===== src/rtl/pc_sequencer.sv =====
// Multi-cycle PC/fetch controller: fetches over a req/ready handshake, waits for execute,
// then commits pc_next. Flags misaligned targets and fetch timeouts; supports halt.
module pc_sequencer #(
    parameter logic [31:0] RESET_PC      = 32'h0000_0000,
    parameter logic [15:0] FETCH_TIMEOUT = 16'd256
) (
    input  logic        clk,
    input  logic        rst_n,
    output logic        imem_req,
    output logic [31:0] imem_addr,
    input  logic        imem_ready,
    input  logic [31:0] imem_rdata,
    output logic [31:0] instr,
    output logic        instr_valid,
    input  logic        exec_done,
    input  logic [31:0] pc_next,
    input  logic        halt,
    output logic [31:0] pc,
    output logic [31:0] instret,
    output logic        halted,
    output logic        fault,
    output logic [1:0]  fault_cause,
    output logic [31:0] fault_addr
);

    typedef enum logic [2:0] {
        IDLE   = 3'd0,
        FETCH  = 3'd1,
        EXEC   = 3'd2,
        HALTED = 3'd3,
        FAULT  = 3'd4
    } state_t;

    state_t      state;
    logic [15:0] tmo_cnt;

    // Handshake/status outputs are pure decodes of the registered state.
    assign imem_req    = (state == FETCH);
    assign instr_valid = (state == EXEC);
    assign halted      = (state == HALTED);
    assign fault       = (state == FAULT);
    assign imem_addr   = pc;

    always_ff @(posedge clk) begin
        if (!rst_n) begin
            state       <= IDLE;
            pc          <= RESET_PC;
            instr       <= 32'd0;
            instret     <= 32'd0;
            fault_cause <= 2'b00;
            fault_addr  <= 32'd0;
            tmo_cnt     <= 16'd0;
        end else begin
            case (state)
                IDLE: state <= FETCH;
                FETCH: begin
                    // A same-cycle ready takes priority over the timeout.
                    if (imem_ready) begin
                        instr   <= imem_rdata;
                        tmo_cnt <= 16'd0;
                        state   <= EXEC;
                    end else if (FETCH_TIMEOUT != 16'd0 &&
                                 tmo_cnt == FETCH_TIMEOUT - 16'd1) begin
                        fault_cause <= 2'b10;
                        fault_addr  <= pc;
                        state       <= FAULT;
                    end else begin
                        tmo_cnt <= tmo_cnt + 16'd1;
                    end
                end
                EXEC: begin
                    if (exec_done) begin
                        if (pc_next[1:0] != 2'b00) begin
                            fault_cause <= 2'b01;
                            fault_addr  <= pc_next;
                            state       <= FAULT;
                        end else begin
                            pc      <= pc_next;
                            instret <= instret + 32'd1;
                            state   <= halt ? HALTED : FETCH;
                        end
                    end
                end
                default: state <= state;
            endcase
        end
    end

endmodule

===== config.mk =====
export PLATFORM = sky130hd
export DESIGN_NAME = pc_sequencer
export DESIGN_NICKNAME = d
export VERILOG_FILES = /design/src/rtl/pc_sequencer.sv
export SDC_FILE = /design/constraint.sdc
export NUM_CORES = 1
export LEC_CHECK = 0
export BUFFER_PORTS_ARGS = -buffer_cell sky130_fd_sc_hd__buf_2
export CAP_MARGIN = 10
export CORE_UTILIZATION = 35
export DETAILED_ROUTE_END_ITERATION = 8
export PLACE_DENSITY_LB_ADDON = 0.25
export SYNTH_ARGS = -nofsm -noshare
export SYNTH_HDL_FRONTEND = slang
export SYNTH_SLANG_ARGS = --single-unit
export TNS_END_PERCENT = 50

===== constraint.sdc =====
create_clock -name clk -period 1.88 [get_ports clk]
set_input_delay 0.282 -clock clk [delete_from_list [all_inputs] [get_ports clk]]
set_output_delay 0.282 -clock clk [all_outputs]
set_load 0.1 [all_outputs]

# Yosys cells after proc, flatten, opt, wreduce, memory -nomap -nowiden
# Cells that the tools add are included.
dict set report word_totals {
  register_bits 149
  latchBits 0
  ramBits 0
  romBits 0
  output_inout_bits 166
  word_cells 48
  mem_count 0
}
dict set report op_classes {
  add_sub_neg 2
  mul 0
  div 0
  magnitude_cmp 0
  n_eq_ne 11
  shifts 0
  n_mux 18
  n_bitwise 1
  n_reduce_logical 9
}
# cell n
set op_table {}
lappend op_table {{$mux W32} 4}
lappend op_table {{$pmux W32 S2} 1}
lappend op_table {{$add A32 B1 Y32 const B} 1}
lappend op_table {{$mux W16} 2}
lappend op_table {{$add A16 B1 Y16 const B} 1}
lappend op_table {{$eq A16 B8 Y1 const B} 1}
lappend op_table {{$mux W3} 4}
lappend op_table {{$mux W2} 5}
lappend op_table {{$pmux W3 S3} 1}
lappend op_table {{$eq A3 B2 Y1 const B} 2}
lappend op_table {{$ne A2 B1 Y1 const B} 3}
lappend op_table {{$reduce_and A3 Y1} 2}
lappend op_table {{$reduce_and A5 Y1} 1}
lappend op_table {{$ne A2 B2 Y1 const B} 2}
lappend op_table {{$pmux W2 S2} 1}
lappend op_table {{$reduce_and A2 Y1} 2}
lappend op_table {{$reduce_bool A2 Y1} 2}
lappend op_table {{$eq A3 B1 Y1 const B} 1}
lappend op_table {{$eq A3 B3 Y1 const B} 1}
lappend op_table {{$logic_not A3 Y1} 1}
lappend op_table {{$ne A3 B1 Y1 const B} 1}
lappend op_table {{$reduce_bool A3 Y1} 1}
lappend op_table {{$not A1 Y1} 1}

# Depth between registers and ports, before layout
dict set report depth {
  word_depth 4
  mapped_depth 8
}

# Worst setup path before layout
# No wires, ideal clock.
dict set report synth_timing {
  path_kind {reg2out}
  from {register state[2]}
  to {output fault}
  arrival_ns 2.704
  t_required_ns 1.598
  setup_slack_ns -1.106
  path_stages_with_launch 3
  path_cell_list {dfxtp_1 -> buf_2 -> nor3b_1}
}
dict set report synth_between {
  elab_chain_len 1
}
# element line
set synth_rtl {}
lappend synth_rtl {{from (decl)} 34} ;# state_t state;
lappend synth_rtl {{from (signal assigned)} 80} ;# state <= halt ? HALTED : FETCH;
lappend synth_rtl {{from (signal assigned)} 84} ;# default: state <= state;
lappend synth_rtl {{$eq A3 B3 Y1} 41} ;# assign fault = (state == FAULT);
lappend synth_rtl {{to (decl)} 21} ;# output logic fault,
# Every way passes these cells.

# Worst setup path after layout
dict set report layout_timing {
  from {register state[0]}
  to {output imem_req}
}
dict set report layout_between {
  elab_chain_len 1
}
# element line
set layout_rtl {}
lappend layout_rtl {{$eq A3 B1 Y1} 38} ;# assign imem_req = (state == FETCH);
lappend layout_rtl {{to (decl)} 9} ;# output logic imem_req,
# Every way passes these cells.

==> results.toml <==
[power]
total_power_mw = 9.362
sequentialPowerShare = 0.361
p_clk_frac = 0.408
peakVddDrop_v = 0.0006375
power_leakage_nw = 4.305
p_per_area_nw_per_um2 = 1021
intPower_mw = 6.250
swShare = 0.3324
comb_power_share = 0.231
switching_power_mw = 3.112

[finish]
n_antenna_cell = 0
fin_util = 0.4900
final_layout_size_suffix_gt1_frac = 0.3720
area_growth_pct = 36.79
layout.nets = 1050
finish.instance_area_um2 = 9165

[worst_setup_path]
cp.arrival_ns = 1.57
end_kind = "output port"
worstPathMaxFanout = 8
cpMaxStageDelayCell = "or3b_4"
reg2reg_slack_ns = 0.07
required_ns = 1.60
r2r_cells = 7
r2r-end = "fault_addr[19]$_SDFFE_PN0P_"
path_class = "flop to output port"
slowest_delay_ns = 0.39
reg2reg_from = "tmo_cnt[9]$_SDFFE_PN0P_"
critPathLaunchType = "flop"
crit_chain = "or3b_4, buf_6, clkinv_8, buf_12"
startpoint = "state[0]$_SDFFE_PN0P_"

[synth]
netlist_area_um2 = 6700
yosysTopAreaCell = "dfxtp_1"
synth_warnings = 0
syn_nets = 826
synth_top_area_frac = 0.4452
synth-compound-area-share = 0.1621
muxShareOfSynthArea = 0.05229
synth-simple-area-share = 0.2263
synth-seq-cells = 149
synth-adder-area-share = 0.003735
ys_top_cells_by_area = "dfxtp_1 (45%), nand2_1 (10%), a21boi_0 (6.7%), mux2i_1 (5.2%), o211a_1 (4.8%)"
synth-main-ff-cell = "dfxtp_1"
synth-edff-count = 0
synth.most_common_cell = "nand2_1"
synth_top_family_by_area = "simple AND/OR/NAND/NOR gates"
avgSynthCellArea_um2 = 8.874
synth-xor-area-share = 0.03791
seq_area_frac_synth = 0.4452
synth_common_cells = "nand2_1 (180), dfxtp_1 (149), a21boi_0 (60)"
synth_cell_types = 48
syn_inst = 755
synthArstFlopShare = 0

[die]
ioPinCount = 235
die_x_um = 140.4
rows = 50
dieArea_um2 = 19700
core-area_um2 = 18710
start_util = 0.3582
fp.dieH_um = 140.4

[timing]
skew_ns = 0.01023
fin_crit_ns = 1.847
setup_violations = 0
rsz0062_at_grt = "yes"
max_slew_margin = 0.6510
max_freq_mhz = 541.4
hold_violations = 0
worstMarginPinSlew_ns = 0.5272
slew_violations = 0
fin_crit_sh = 0.9826

[min_path]
hold_path.class = "input port to flop"
whs_path_depth = 3
hold-path-endpoint = "instr[30]$_SDFFE_PN0P_"
min_from = "imem_rdata[30]"

[routing]
drtIter0Drc = 247
wl_per_cell_um = 15.00
drt-vias-per-instance = 4.839
drc = 0
wl_um = 18390
first_pass_iters = 5
vias = 5933
ant_nets = 0

[global_routing]
grt_pass1_wl_um = 28810
grt_max_degree = 96
antenna_found_initial = 0
grt_remaining_overflow = 0
grt_pass1_vias = 5529
grt_use_total = 0.1845

[clock_tree]
cts_sinks = 149
cts_tree = "done"
cts_root_buf = "clkbuf_16"
cts_made_buffers = 17
clk_latency_ns = 0.41
clk_pin_slew_worst_paths_ns = 0.06
clk_path_buf_depth = 2
htree_levels = 4

[placement]
post_dp_cell_area_um2 = 8304
dp_hpwl_um = 12220
portBuffers = 234
gp_congestion = 0.7997

[run_status]
status = "completed"

[run]
drv_cap = 0
-- layout make-up --
cell class              instances  area, µm²
clock buffers                  19      442.9
clock inverters                13      217.7
fillers                      1776       9540
inverters                       9      46.29
multi-input cells             516       3302
flip-flops and latches        149       3060
well taps                     234      292.8
repair buffers                286       1803
-- kinds of logic (layout without fill, tap and decap cells) --
kind of cell,count (synthesis),in the layout
compound gates,143,143
fa+ha+maj,2,2
mux,35,35
flops,149,149
xor+xnor,29,29
buf+inv,90,327
simple gates,307,307
-- placed cells by master, fill, tap and decap left out, types with 8 or more instances in the layout --
cell type,count
o211a_1,32
dfxtp_2,20
buf_2,229
xnor2_1,25
mux2i_1,35
clkbuf_16,18
and3_1,11
inv_1,8
buf_4,36
dfxtp_4,14
o21ai_0,12
a21boi_1,8
dfxtp_1,115
a21boi_0,60
a21oi_1,17
nand4_1,19
nand3_1,15
and2_1,32
buf_12,10
nand2_1,180
-- flip-flops by register name (all words and copies together) (netlist names) --
signal,flops
instr,32
state,3
fault_addr,32
imem_addr,32
tmo_cnt,16
fault_cause,2
instret,32
-- power groups by stage --
stage	combinational (mW)	clock, mW	sequential [mW]
finish	2.17	3.82	3.38
global route	2.27	4.05	3.40
CTS	2.13	3.92	3.38
detailed placement	2.07	0	3.44
global placement	2.06	0	3.44
floorplan	0.593	0	4.45
-- through the flow --
step,hold WS [ns],instances,setup WS [ns],setup TNS (ns)
4_1_cts,0.07914,1221,-0.02956,-0.02956
3_3_place_gp,0.4322,1186,0.01863,0
5_1_grt,0.09499,1226,-0.03064,-0.4925
3_5_place_dp,0.4446,1186,-0.03774,-0.07624
2_1_floorplan,0.4169,755,-0.1719,-1.223
6_report,0.09742,1226,0.03277,0
-- metal layers --
layer,vias up,GRT usage,wire length (µm)
met5,-,0,0
li1,3008,-,-
met1,2779,0.2339,8466
met4,0,0.04800,131
met3,7,0.05846,1040
met2,139,0.3016,8752
-- how the worst max path moves through the flow --
stage | to | slack, ns | depth (start not counted)
6_report | imem_req | 0.03 | 4
4_1_cts | imem_req | -0.03 | 4
2_1_floorplan | instret[29]$_SDFFE_PN0P_ | -0.17 | 6
5_1_grt | fault_addr[18]$_SDFFE_PN0P_ | -0.03 | 8
3_5_place_dp | instret[24]$_SDFFE_PN0P_ | -0.04 | 6
3_3_place_gp | instret[24]$_SDFFE_PN0P_ | 0.02 | 6
-- repair_timing --
item                       4_1_cts  5_1_grt
setup endpoints to repair       13       55
gates resized for setup          7       20
pin swaps                        0        4
hold buffers                     0        0
setup buffers                    2        3
cloned                           1        2
-- worst max-delay path, delay by kind of cell (launching register included) --
kind,cells,cell delay [ns]
simple gates,1,0.39
flops,1,0.37
buf+inv,3,0.39
Note: power is estimated with default switching activity, not from simulation.
